$ cat src/rtl/arm_mc_pkg.sv
// Shared types and encodings for the multicycle ARM control unit.
// Contents: FSM state enum, ALU operation codes, data-processing command
// codes, condition codes, ResultSrc/ALUSrcB/Op encodings.
package arm_mc_pkg;

    typedef enum logic [3:0] {
        FETCH, DECODE, MEMADR, MEMRD, MEMWB, MEMWR, EXECR, EXECI, ALUWB, BRANCH
    } state_t;

    typedef enum logic [2:0] {
        ALU_ADD = 3'b000,
        ALU_SUB = 3'b001,
        ALU_AND = 3'b010,
        ALU_ORR = 3'b011,
        ALU_EOR = 3'b100,
        ALU_MOV = 3'b101
    } alu_op_t;

    localparam logic [3:0] CMD_AND = 4'b0000;
    localparam logic [3:0] CMD_EOR = 4'b0001;
    localparam logic [3:0] CMD_SUB = 4'b0010;
    localparam logic [3:0] CMD_ADD = 4'b0100;
    localparam logic [3:0] CMD_CMP = 4'b1010;
    localparam logic [3:0] CMD_ORR = 4'b1100;
    localparam logic [3:0] CMD_MOV = 4'b1101;

    typedef enum logic [3:0] {
        COND_EQ, COND_NE, COND_CS, COND_CC, COND_MI, COND_PL, COND_VS, COND_VC,
        COND_HI, COND_LS, COND_GE, COND_LT, COND_GT, COND_LE, COND_AL, COND_NV
    } cond_t;

    localparam logic [1:0] RES_ALUOUT = 2'b00;
    localparam logic [1:0] RES_DATA   = 2'b01;
    localparam logic [1:0] RES_ALURES = 2'b10;

    localparam logic [1:0] SRCB_RD2  = 2'b00;
    localparam logic [1:0] SRCB_EXT  = 2'b01;
    localparam logic [1:0] SRCB_FOUR = 2'b10;

    localparam logic [1:0] OP_DP  = 2'b00;
    localparam logic [1:0] OP_MEM = 2'b01;
    localparam logic [1:0] OP_BR  = 2'b10;

endpackage

$ cat src/rtl/arm_mc_controller_if.sv
// Bundle between instruction register / ALU and the control unit.
// master: control unit (takes instruction fields + ALU flags, drives
//         datapath enables, mux selects, ALUControl, Flags, Undef).
// slave : datapath side, the mirror image.
interface arm_mc_controller_if #(
    parameter int unsigned ALU_CTRL_W = 3
);
    logic [3:0]            Cond;
    logic [1:0]            Op;
    logic [5:0]            Funct;
    logic [3:0]            Rd;
    logic [3:0]            ALUFlags;
    logic                  PCWrite;
    logic                  AdrSrc;
    logic                  MemW;
    logic                  IRWrite;
    logic                  RegW;
    logic [1:0]            ResultSrc;
    logic                  ALUSrcA;
    logic [1:0]            ALUSrcB;
    logic [1:0]            ImmSrc;
    logic [1:0]            RegSrc;
    logic [ALU_CTRL_W-1:0] ALUControl;
    logic [3:0]            Flags;
    logic                  Undef;

    modport master (
        input  Cond, Op, Funct, Rd, ALUFlags,
        output PCWrite, AdrSrc, MemW, IRWrite, RegW, ResultSrc, ALUSrcA,
               ALUSrcB, ImmSrc, RegSrc, ALUControl, Flags, Undef
    );

    modport slave (
        output Cond, Op, Funct, Rd, ALUFlags,
        input  PCWrite, AdrSrc, MemW, IRWrite, RegW, ResultSrc, ALUSrcA,
               ALUSrcB, ImmSrc, RegSrc, ALUControl, Flags, Undef
    );
endinterface

$ cat src/rtl/arm_mc_controller_cond_check.sv
// ARM condition evaluation (combinational).
// cond_i    : Instr[31:28]
// flags_i   : architectural {N,Z,C,V}
// cond_ex_o : 1 when the instruction executes; 1111 never executes.
module cond_check
    import arm_mc_pkg::*;
(
    input  logic [3:0] cond_i,
    input  logic [3:0] flags_i,
    output logic       cond_ex_o
);
    logic n, z, c, v;
    assign {n, z, c, v} = flags_i;

    always_comb begin
        cond_ex_o = 1'b0;
        case (cond_i)
            COND_EQ: cond_ex_o = z;
            COND_NE: cond_ex_o = ~z;
            COND_CS: cond_ex_o = c;
            COND_CC: cond_ex_o = ~c;
            COND_MI: cond_ex_o = n;
            COND_PL: cond_ex_o = ~n;
            COND_VS: cond_ex_o = v;
            COND_VC: cond_ex_o = ~v;
            COND_HI: cond_ex_o = c & ~z;
            COND_LS: cond_ex_o = ~c | z;
            COND_GE: cond_ex_o = (n == v);
            COND_LT: cond_ex_o = (n != v);
            COND_GT: cond_ex_o = ~z & (n == v);
            COND_LE: cond_ex_o = z | (n != v);
            COND_AL: cond_ex_o = 1'b1;
            default: cond_ex_o = 1'b0;
        endcase
    end
endmodule

$ cat src/rtl/arm_mc_controller.sv
// Multicycle ARM control unit: main FSM, ALU command decode, condition
// latch and NZCV flag register.
// clk   : rising-edge clock
// reset : asynchronous, active-low; write enables are held low while asserted
// bus   : instruction fields/ALU flags in, datapath controls/Flags/Undef out
module arm_mc_controller
    import arm_mc_pkg::*;
#(
    parameter int unsigned ALU_CTRL_W = 3,
    parameter int unsigned PC_REG     = 15
)(
    input  logic                   clk,
    input  logic                   reset,
    arm_mc_controller_if.master    bus
);
    localparam logic [3:0] PC_IDX = 4'(PC_REG);

    state_t     state_q, state_d;
    logic       cond_ex_q, cond_ex_d;
    logic [3:0] flags_q, flags_d;
    logic       cond_ok;

    cond_check u_cond (
        .cond_i    (bus.Cond),
        .flags_i   (flags_q),
        .cond_ex_o (cond_ok)
    );

    logic [3:0] cmd;
    logic       s_bit, i_bit;
    assign cmd   = bus.Funct[4:1];
    assign s_bit = bus.Funct[0];
    assign i_bit = bus.Funct[5];

    alu_op_t dp_op;
    logic    supported, no_write, cv_upd;

    always_comb begin
        dp_op     = ALU_ADD;
        supported = 1'b1;
        no_write  = 1'b0;
        cv_upd    = 1'b0;
        case (cmd)
            CMD_ADD: begin dp_op = ALU_ADD; cv_upd = 1'b1; end
            CMD_SUB: begin dp_op = ALU_SUB; cv_upd = 1'b1; end
            CMD_AND: dp_op = ALU_AND;
            CMD_ORR: dp_op = ALU_ORR;
            CMD_EOR: begin dp_op = ALU_EOR; supported = (ALU_CTRL_W >= 3); end
            CMD_MOV: begin dp_op = ALU_MOV; supported = (ALU_CTRL_W >= 3); end
            // CMP only exists in its flag-setting form
            CMD_CMP: begin dp_op = ALU_SUB; no_write = 1'b1; cv_upd = 1'b1; supported = s_bit; end
            default: supported = 1'b0;
        endcase
        if (!supported) dp_op = ALU_ADD;
    end

    logic       pc_write, adr_src, mem_w, ir_write, reg_w, alu_src_a, undef;
    logic [1:0] result_src, alu_src_b;
    alu_op_t    alu_op;

    always_comb begin
        state_d    = state_q;
        cond_ex_d  = cond_ex_q;
        flags_d    = flags_q;
        pc_write   = 1'b0;
        adr_src    = 1'b0;
        mem_w      = 1'b0;
        ir_write   = 1'b0;
        reg_w      = 1'b0;
        alu_src_a  = 1'b0;
        undef      = 1'b0;
        result_src = RES_ALUOUT;
        alu_src_b  = SRCB_RD2;
        alu_op     = ALU_ADD;
        case (state_q)
            FETCH: begin
                ir_write   = 1'b1;
                alu_src_a  = 1'b1;
                alu_src_b  = SRCB_FOUR;
                result_src = RES_ALURES;
                pc_write   = 1'b1;
                state_d    = DECODE;
            end
            DECODE: begin
                alu_src_a  = 1'b1;
                alu_src_b  = SRCB_FOUR;
                result_src = RES_ALURES;
                cond_ex_d  = cond_ok;
                case (bus.Op)
                    OP_DP: begin
                        state_d = i_bit ? EXECI : EXECR;
                        undef   = ~supported;
                    end
                    OP_MEM:  state_d = MEMADR;
                    OP_BR:   state_d = BRANCH;
                    default: begin state_d = FETCH; undef = 1'b1; end
                endcase
            end
            EXECR, EXECI: begin
                if (state_q == EXECI) alu_src_b = SRCB_EXT;
                alu_op  = dp_op;
                state_d = ALUWB;
                // Condition was latched in DECODE from the pre-instruction flags
                if (s_bit && cond_ex_q && supported) begin
                    flags_d[3:2] = bus.ALUFlags[3:2];
                    if (cv_upd) flags_d[1:0] = bus.ALUFlags[1:0];
                end
            end
            ALUWB: begin
                reg_w   = cond_ex_q & ~no_write & supported;
                state_d = FETCH;
            end
            MEMADR: begin
                alu_src_b = SRCB_EXT;
                alu_op    = bus.Funct[3] ? ALU_ADD : ALU_SUB;
                state_d   = bus.Funct[0] ? MEMRD : MEMWR;
            end
            MEMRD: begin
                adr_src = 1'b1;
                state_d = MEMWB;
            end
            MEMWB: begin
                result_src = RES_DATA;
                reg_w      = cond_ex_q;
                state_d    = FETCH;
            end
            MEMWR: begin
                adr_src = 1'b1;
                mem_w   = cond_ex_q;
                state_d = FETCH;
            end
            BRANCH: begin
                alu_src_b  = SRCB_EXT;
                result_src = RES_ALURES;
                pc_write   = cond_ex_q;
                state_d    = FETCH;
            end
            default: state_d = FETCH;
        endcase
        if (reg_w && (bus.Rd == PC_IDX)) pc_write = 1'b1;
    end

    always_ff @(posedge clk or negedge reset) begin
        if (!reset) begin
            state_q   <= FETCH;
            cond_ex_q <= 1'b0;
            flags_q   <= '0;
        end else begin
            state_q   <= state_d;
            cond_ex_q <= cond_ex_d;
            flags_q   <= flags_d;
        end
    end

    // Enables gated by reset so FETCH's PC/IR writes cannot fire while held
    assign bus.PCWrite    = pc_write & reset;
    assign bus.IRWrite    = ir_write & reset;
    assign bus.RegW       = reg_w & reset;
    assign bus.MemW       = mem_w & reset;
    assign bus.AdrSrc     = adr_src;
    assign bus.ResultSrc  = result_src;
    assign bus.ALUSrcA    = alu_src_a;
    assign bus.ALUSrcB    = alu_src_b;
    assign bus.ALUControl = ALU_CTRL_W'(alu_op);
    assign bus.ImmSrc     = bus.Op;
    assign bus.RegSrc     = {bus.Op == 2'b01, bus.Op == 2'b10};
    assign bus.Flags      = flags_q;
    assign bus.Undef      = undef;
endmodule

$ cat src/flat_wrapper.sv
// flat-port wrapper written by rule: the top's interface ports become plain ports
module arm_mc_controller_flat import arm_mc_pkg::*;
#(
    parameter int unsigned ALU_CTRL_W = 3,
    parameter int unsigned PC_REG     = 15
)
  (clk, reset, bus_Cond, bus_Op, bus_Funct, bus_Rd, bus_ALUFlags, bus_PCWrite, bus_AdrSrc, bus_MemW, bus_IRWrite, bus_RegW, bus_ResultSrc, bus_ALUSrcA, bus_ALUSrcB, bus_ImmSrc, bus_RegSrc, bus_ALUControl, bus_Flags, bus_Undef);
  arm_mc_controller_if #(.ALU_CTRL_W(ALU_CTRL_W)) bus_i ();
  input  logic clk;
  input  logic reset;
  input wire logic [$bits(bus_i.Cond)-1:0] bus_Cond;
  input wire logic [$bits(bus_i.Op)-1:0] bus_Op;
  input wire logic [$bits(bus_i.Funct)-1:0] bus_Funct;
  input wire logic [$bits(bus_i.Rd)-1:0] bus_Rd;
  input wire logic [$bits(bus_i.ALUFlags)-1:0] bus_ALUFlags;
  output wire logic [$bits(bus_i.PCWrite)-1:0] bus_PCWrite;
  output wire logic [$bits(bus_i.AdrSrc)-1:0] bus_AdrSrc;
  output wire logic [$bits(bus_i.MemW)-1:0] bus_MemW;
  output wire logic [$bits(bus_i.IRWrite)-1:0] bus_IRWrite;
  output wire logic [$bits(bus_i.RegW)-1:0] bus_RegW;
  output wire logic [$bits(bus_i.ResultSrc)-1:0] bus_ResultSrc;
  output wire logic [$bits(bus_i.ALUSrcA)-1:0] bus_ALUSrcA;
  output wire logic [$bits(bus_i.ALUSrcB)-1:0] bus_ALUSrcB;
  output wire logic [$bits(bus_i.ImmSrc)-1:0] bus_ImmSrc;
  output wire logic [$bits(bus_i.RegSrc)-1:0] bus_RegSrc;
  output wire logic [$bits(bus_i.ALUControl)-1:0] bus_ALUControl;
  output wire logic [$bits(bus_i.Flags)-1:0] bus_Flags;
  output wire logic [$bits(bus_i.Undef)-1:0] bus_Undef;
  assign bus_i.Cond = bus_Cond;
  assign bus_i.Op = bus_Op;
  assign bus_i.Funct = bus_Funct;
  assign bus_i.Rd = bus_Rd;
  assign bus_i.ALUFlags = bus_ALUFlags;
  assign bus_PCWrite = bus_i.PCWrite;
  assign bus_AdrSrc = bus_i.AdrSrc;
  assign bus_MemW = bus_i.MemW;
  assign bus_IRWrite = bus_i.IRWrite;
  assign bus_RegW = bus_i.RegW;
  assign bus_ResultSrc = bus_i.ResultSrc;
  assign bus_ALUSrcA = bus_i.ALUSrcA;
  assign bus_ALUSrcB = bus_i.ALUSrcB;
  assign bus_ImmSrc = bus_i.ImmSrc;
  assign bus_RegSrc = bus_i.RegSrc;
  assign bus_ALUControl = bus_i.ALUControl;
  assign bus_Flags = bus_i.Flags;
  assign bus_Undef = bus_i.Undef;
  arm_mc_controller #(.ALU_CTRL_W(ALU_CTRL_W), .PC_REG(PC_REG)) u_core (.clk(clk), .reset(reset), .bus(bus_i));
endmodule
$ cat config.mk
export PLATFORM = sky130hd
export DESIGN_NAME = arm_mc_controller_flat
export DESIGN_NICKNAME = d
export VERILOG_FILES = /design/src/rtl/arm_mc_pkg.sv /design/src/rtl/arm_mc_controller_if.sv /design/src/rtl/arm_mc_controller_cond_check.sv /design/src/rtl/arm_mc_controller.sv /design/src/flat_wrapper.sv
export SDC_FILE = /design/constraint.sdc
export NUM_CORES = 1
export LEC_CHECK = 0
export ABC_AREA = 1
export BUFFER_PORTS_ARGS = -buffer_cell sky130_fd_sc_hd__buf_2
export CAP_MARGIN = 30
export CORE_MARGIN = 3
export CORE_UTILIZATION = 26
export DETAILED_ROUTE_END_ITERATION = 16
export GPL_TIMING_DRIVEN = 0
export SYNTH_ARGS = -nofsm -noshare
export SYNTH_HDL_FRONTEND = slang
export SYNTH_SLANG_ARGS = --single-unit
$ cat constraint.sdc
create_clock -name clk -period 2 [get_ports clk]
set_input_delay 0.6 -clock clk [delete_from_list [all_inputs] [get_ports clk]]
set_output_delay 0.6 -clock clk [all_outputs]
set_load 0.02 [all_outputs]
* After elaboration in Yosys (flattened, before gate mapping)
Index checks and enable logic that the tools add are counted. Widths: inputs -> output; s select.
Cells by class: bitwise gates (word level) 16, equal/unequal tests 34, reductions and logical operators 18, mux-type cells 24
Operators by type and width (number):
- $eq 4x4->1 const B | 13
- $eq 4x3->1 const B | 9
- $eq 4x2->1 const B | 5
- $pmux 4 s5 | 1
- $pmux 1 s15 | 1
- $pmux 3 s5 | 1
- $eq 4x1->1 const B | 3
- $logic_not 4->1 | 3
- $pmux 4 s3 | 1
- $reduce_or 2->1 | 6
- $mux 1 | 11
- $and 1x1->1 | 8
- $pmux 1 s2 | 4
- $mux 3 | 2
- $not 1->1 | 6
- $pmux 2 s3 | 1
- $pmux 3 s2 | 1
- $reduce_or 3->1 | 2
- $reduce_or 6->1 | 1
- $pmux 2 s2 | 1
- $logic_and 1x1->1 | 3
- $reduce_and 3->1 | 1
- $eq 2x1->1 const B | 1
- $eq 2x2->1 const B | 1
- other kinds (5) | 6
Storage, ports and cells: logic and storage cells 96, output and inout bits 22, input bits 22, bits in registers 9

* Longest topological paths before layout
depth in word-level cells 9, mapped depth 11

* Hierarchy
A second synthesis with hierarchy kept.
Second synthesis, totals: cell total of the unflattened synthesis 163, area, all modules 983.4 sq um
By module, submodules not included:
- arm_mc_controller | instances 1, cells each 108, seq. area each 225.2 sq um, area an instance 754.5 sq um
- cond_check | instances 1, cells each 55, seq. area each 0.0 sq um, area an instance 229.0 sq um

* Worst setup path before layout
OpenSTA, ideal clock, no wires.
kind register to output, from register u_core.state_q[3], to output bus_ALUSrcB[0], path slack -0.031 ns, buffers on the path 0, cell stages (with the launch flop) 4, data arrival time 1.431 ns, cells stage by stage dfrtp_1 -> nor2_2 -> inv_2 -> o311ai_0
Between the ends: longest elaborated chain between the ends 3
Ends and longest elaborated chain:
- start: declaration | line arm_mc_controller.sv:18 | state_t state_q, state_d;
- start signal: assignment | line arm_mc_controller.sv:149 | state_q <= state_d;
- $eq 4x3->1 (tied with other cells) | line arm_mc_controller.sv:75, arm_mc_controller.sv:100
- $mux 1 (tied with other cells) | line arm_mc_controller.sv:100 | if (state_q == EXECI) alu_src_b = SRCB_EXT;
- $pmux 2 s3 (*) | line arm_mc_controller.sv:75 | case (state_q)
- end: declaration | line flat_wrapper.sv:23 | output wire logic [$bits(bus_i.ALUSrcB)-1:0] bus_ALUSrcB;
Mark *: on every way between the ends. The rest lies on a longest branch, timed or not.

* Worst setup path after layout
from input bus_Funct[4], to output bus_Undef
Between the ends: longest elaborated chain between the ends 6
Ends and longest elaborated chain:
- start: declaration | line flat_wrapper.sv:13 | input wire logic [$bits(bus_i.Funct)-1:0] bus_Funct;
- $eq 4x4->1 (tied with other cells) | line arm_mc_controller.sv:43 | case (cmd)
- $reduce_or 6->1 (no source line)
- $pmux 1 s2 (*) | line arm_mc_controller.sv:43
- $not 1->1 (*) | line arm_mc_controller.sv:92 | undef = ~supported;
- $pmux 1 s2 (*) | line arm_mc_controller.sv:89 | case (bus.Op)
- $mux 1 (*) | line arm_mc_controller.sv:75
- end: declaration | line flat_wrapper.sv:28 | output wire logic [$bits(bus_i.Undef)-1:0] bus_Undef;
Marked as above.

==> run metrics <==
outcome finished with violations; failing checks negative setup slack; final setup fails 4; WL per Instance 10.4 um; Post-Synthesis Cell Area 992 um2; total iterations of the first detailed-routing run 4; crit path time final 2080 ps; synthesis-stage register bit count 9; Num CTS Buffers 3; area occupied by multi-input gates 746 um2; first-pass GRT wire length 4390 um; DP Worst Slack -198 ps; P_leak 0.000902 uW; async set or reset register ratio after synthesis 1.00; routed wire length between 2000 and 3000 um; post-synth cell types 23; top cells by area, synth dfrtp_1 (23%), nand2_1 (21%), inv_1 (11%); drt via density between 4 and 5; reg2reg setup slack 500 ps; sequential fraction of the synthesis area 0.227; antenna viol nets, final 0; chip height 67.8 um; FF/Latch Area 228 um2; Tot GR Track Use 0.122; die width 67.8 um; area leader, netlist dfrtp_1; max-slew violations 0; CTS tree yes; Ports 44; R2R depth 10; share of layout cells above drive strength 1 0.487; Fmax achieved 481 MHz; EDFF count, synth 0; final setup margin -79.0 ps; clock latency on the worst-skew pair around 230 ps; Clock transition at path regs around 40 ps; RSZ-0062 raised after global routing yes; First DRT Iteration DRCs 37; Die ar. 4590 um2; Critical Path RT 1400 ps; CTS Buffer Depth 2; final net count approximately 260; H-tree depth 1; Root Buffer clkbuf_8; Initial Utilization 0.284; Post-Syn Nets 193; DRC 0; period utilization 1.04; Top FF cell, synth dfrtp_1; worst r2r src u_core.state_q[1]; Syn Area/Cell 5.98 um2; endpoints failing hold 0; Startpoint Class input pin; Crit Reg-Reg Endpoint u_core.state_q[1]; Post-Synthesis Cells 166; worst-case clock skew 4.46 ps; diode count 0; vias 1200; Fin Setup TNS -134 ps; Port Buffers 43; Worst VDD drop 350 uV; row cnt 21; Core Area 3490 um2; CP endpoint kind output pin; max_cap viols 0; initial antenna violation count 0; # fillers 367; Placer Congestion 0.843; Layout area overhead 65.1%; largest net degree at the start of global routing 12; Clock Sink Count 9; critical path type in2out; worst hold path class in2async; Final HPWL DP 2080 um; vias in the first global route between 1000 and 1500; arrival time at the worst endpoint 1480 ps; grt ovf 0; Critical Path Fanout Max 4; Yosys warning count 0; Slew headroom 0.833; Pwr per Cell Area about 870 nW/um2; worst slew pin tran 246 ps; post-synth top area share 0.227
## metal layers
metal | GRT usage | vias up | part of all wire
met2 | 0.228 | 30 | 0.52
met1 | 0.145 | 518 | 0.42
li1 | - | 648 | -
met5 | 0 | - | 0
met4 | 0.0372 | 0 | 0.015
met3 | 0.00998 | 4 | 0.046
## cell usage in the layout (no fill, tap or decap), drive strengths merged
cell type  count
o21ai          8
ha             5
a21oi          7
nand3         14
inv           33
nor2          22
dfrtp          9
o311ai         1
o22ai          2
nand2         56
nand4          3
o221ai         1
clkbuf         5
buf           62
nor3           2
## flip-flops by register name, indices dropped and copies added, names as in the netlist
| signal | count |
|---|---|
| u_core.bus.Flags | 4 |
| u_core.cond_ex_q | 1 |
| u_core.state_q | 4 |
## through the flow
stage	instances	instance area, um2	power, uW	utilization	hold slack [ps]
global placement	255	1270	980	0.363	480
finish	276	1640	1420	0.469	217
global route	276	1640	1540	0.469	230
detailed placement	255	1270	983	0.363	477
floorplan	166	996	772	-	304
CTS	270	1520	1300	0.435	235
## worst max-delay path by stage
stage	start	endpoint	slack, ps
final	bus_Funct[4]	bus_Undef	-80
after global routing	bus_Funct[3]	bus_PCWrite	-120
after CTS	bus_Funct[1]	bus_PCWrite	-70
after detailed placement	bus_Funct[3]	bus_PCWrite	-200
after global placement	bus_Funct[3]	bus_PCWrite	-190
after floorplan	bus_Op[0]	bus_Undef	20
## cells in the mapped netlist, types with 3 or more instances
library cell,instances
inv_1,28
nand3_2,3
inv_2,5
nor2_1,18
ha_1,5
a21oi_1,6
nor2_2,3
o21ai_0,5
o21ai_1,3
buf_4,3
nand3_1,10
nand2_1,55
dfrtp_1,9
## where the power goes
| group | total [uW] | internal [uW] | switching, uW |
|---|---|---|---|
| registers | 294 | 236 | 58.5 |
| clock network | 207 | 139 | 68.0 |
| logic | 923 | 367 | 556 |
## critical path: stages
cell and delay (ps):
buf_4 130, inv_4 70, nand2_2 70, nand3_4 80, nand3_4 110, buf_4 150, a21oi_2 110, buf_4 150
## layout make-up
| type | count | share of cell area |
|---|---|---|
| Inverter | 33 | 0.0863 |
| Tap cell | 46 | 0.0351 |
| Sequential cell | 9 | 0.139 |
| Timing Repair Buffer | 60 | 0.243 |
| Buffer | 3 | 0.0138 |
| Multi-Input combinational cell | 121 | 0.455 |
| Clock buffer | 4 | 0.0275 |
## timing repair
action	CTS	global route
hold buffers	0	0
pin swaps	7	7
resized for setup	40	24
cloned	0	0
buffers inserted	11	6
endpoints found under the setup margin	7	9
## cells by family after synthesis
logic type | after synthesis | synth area share
simple gates | 97 | 0.453
buf+inv | 36 | 0.148
compound gates | 19 | 0.110
flops | 9 | 0.227
fa+ha+maj | 5 | 0.0631
(Power assumes the default switching activity.)
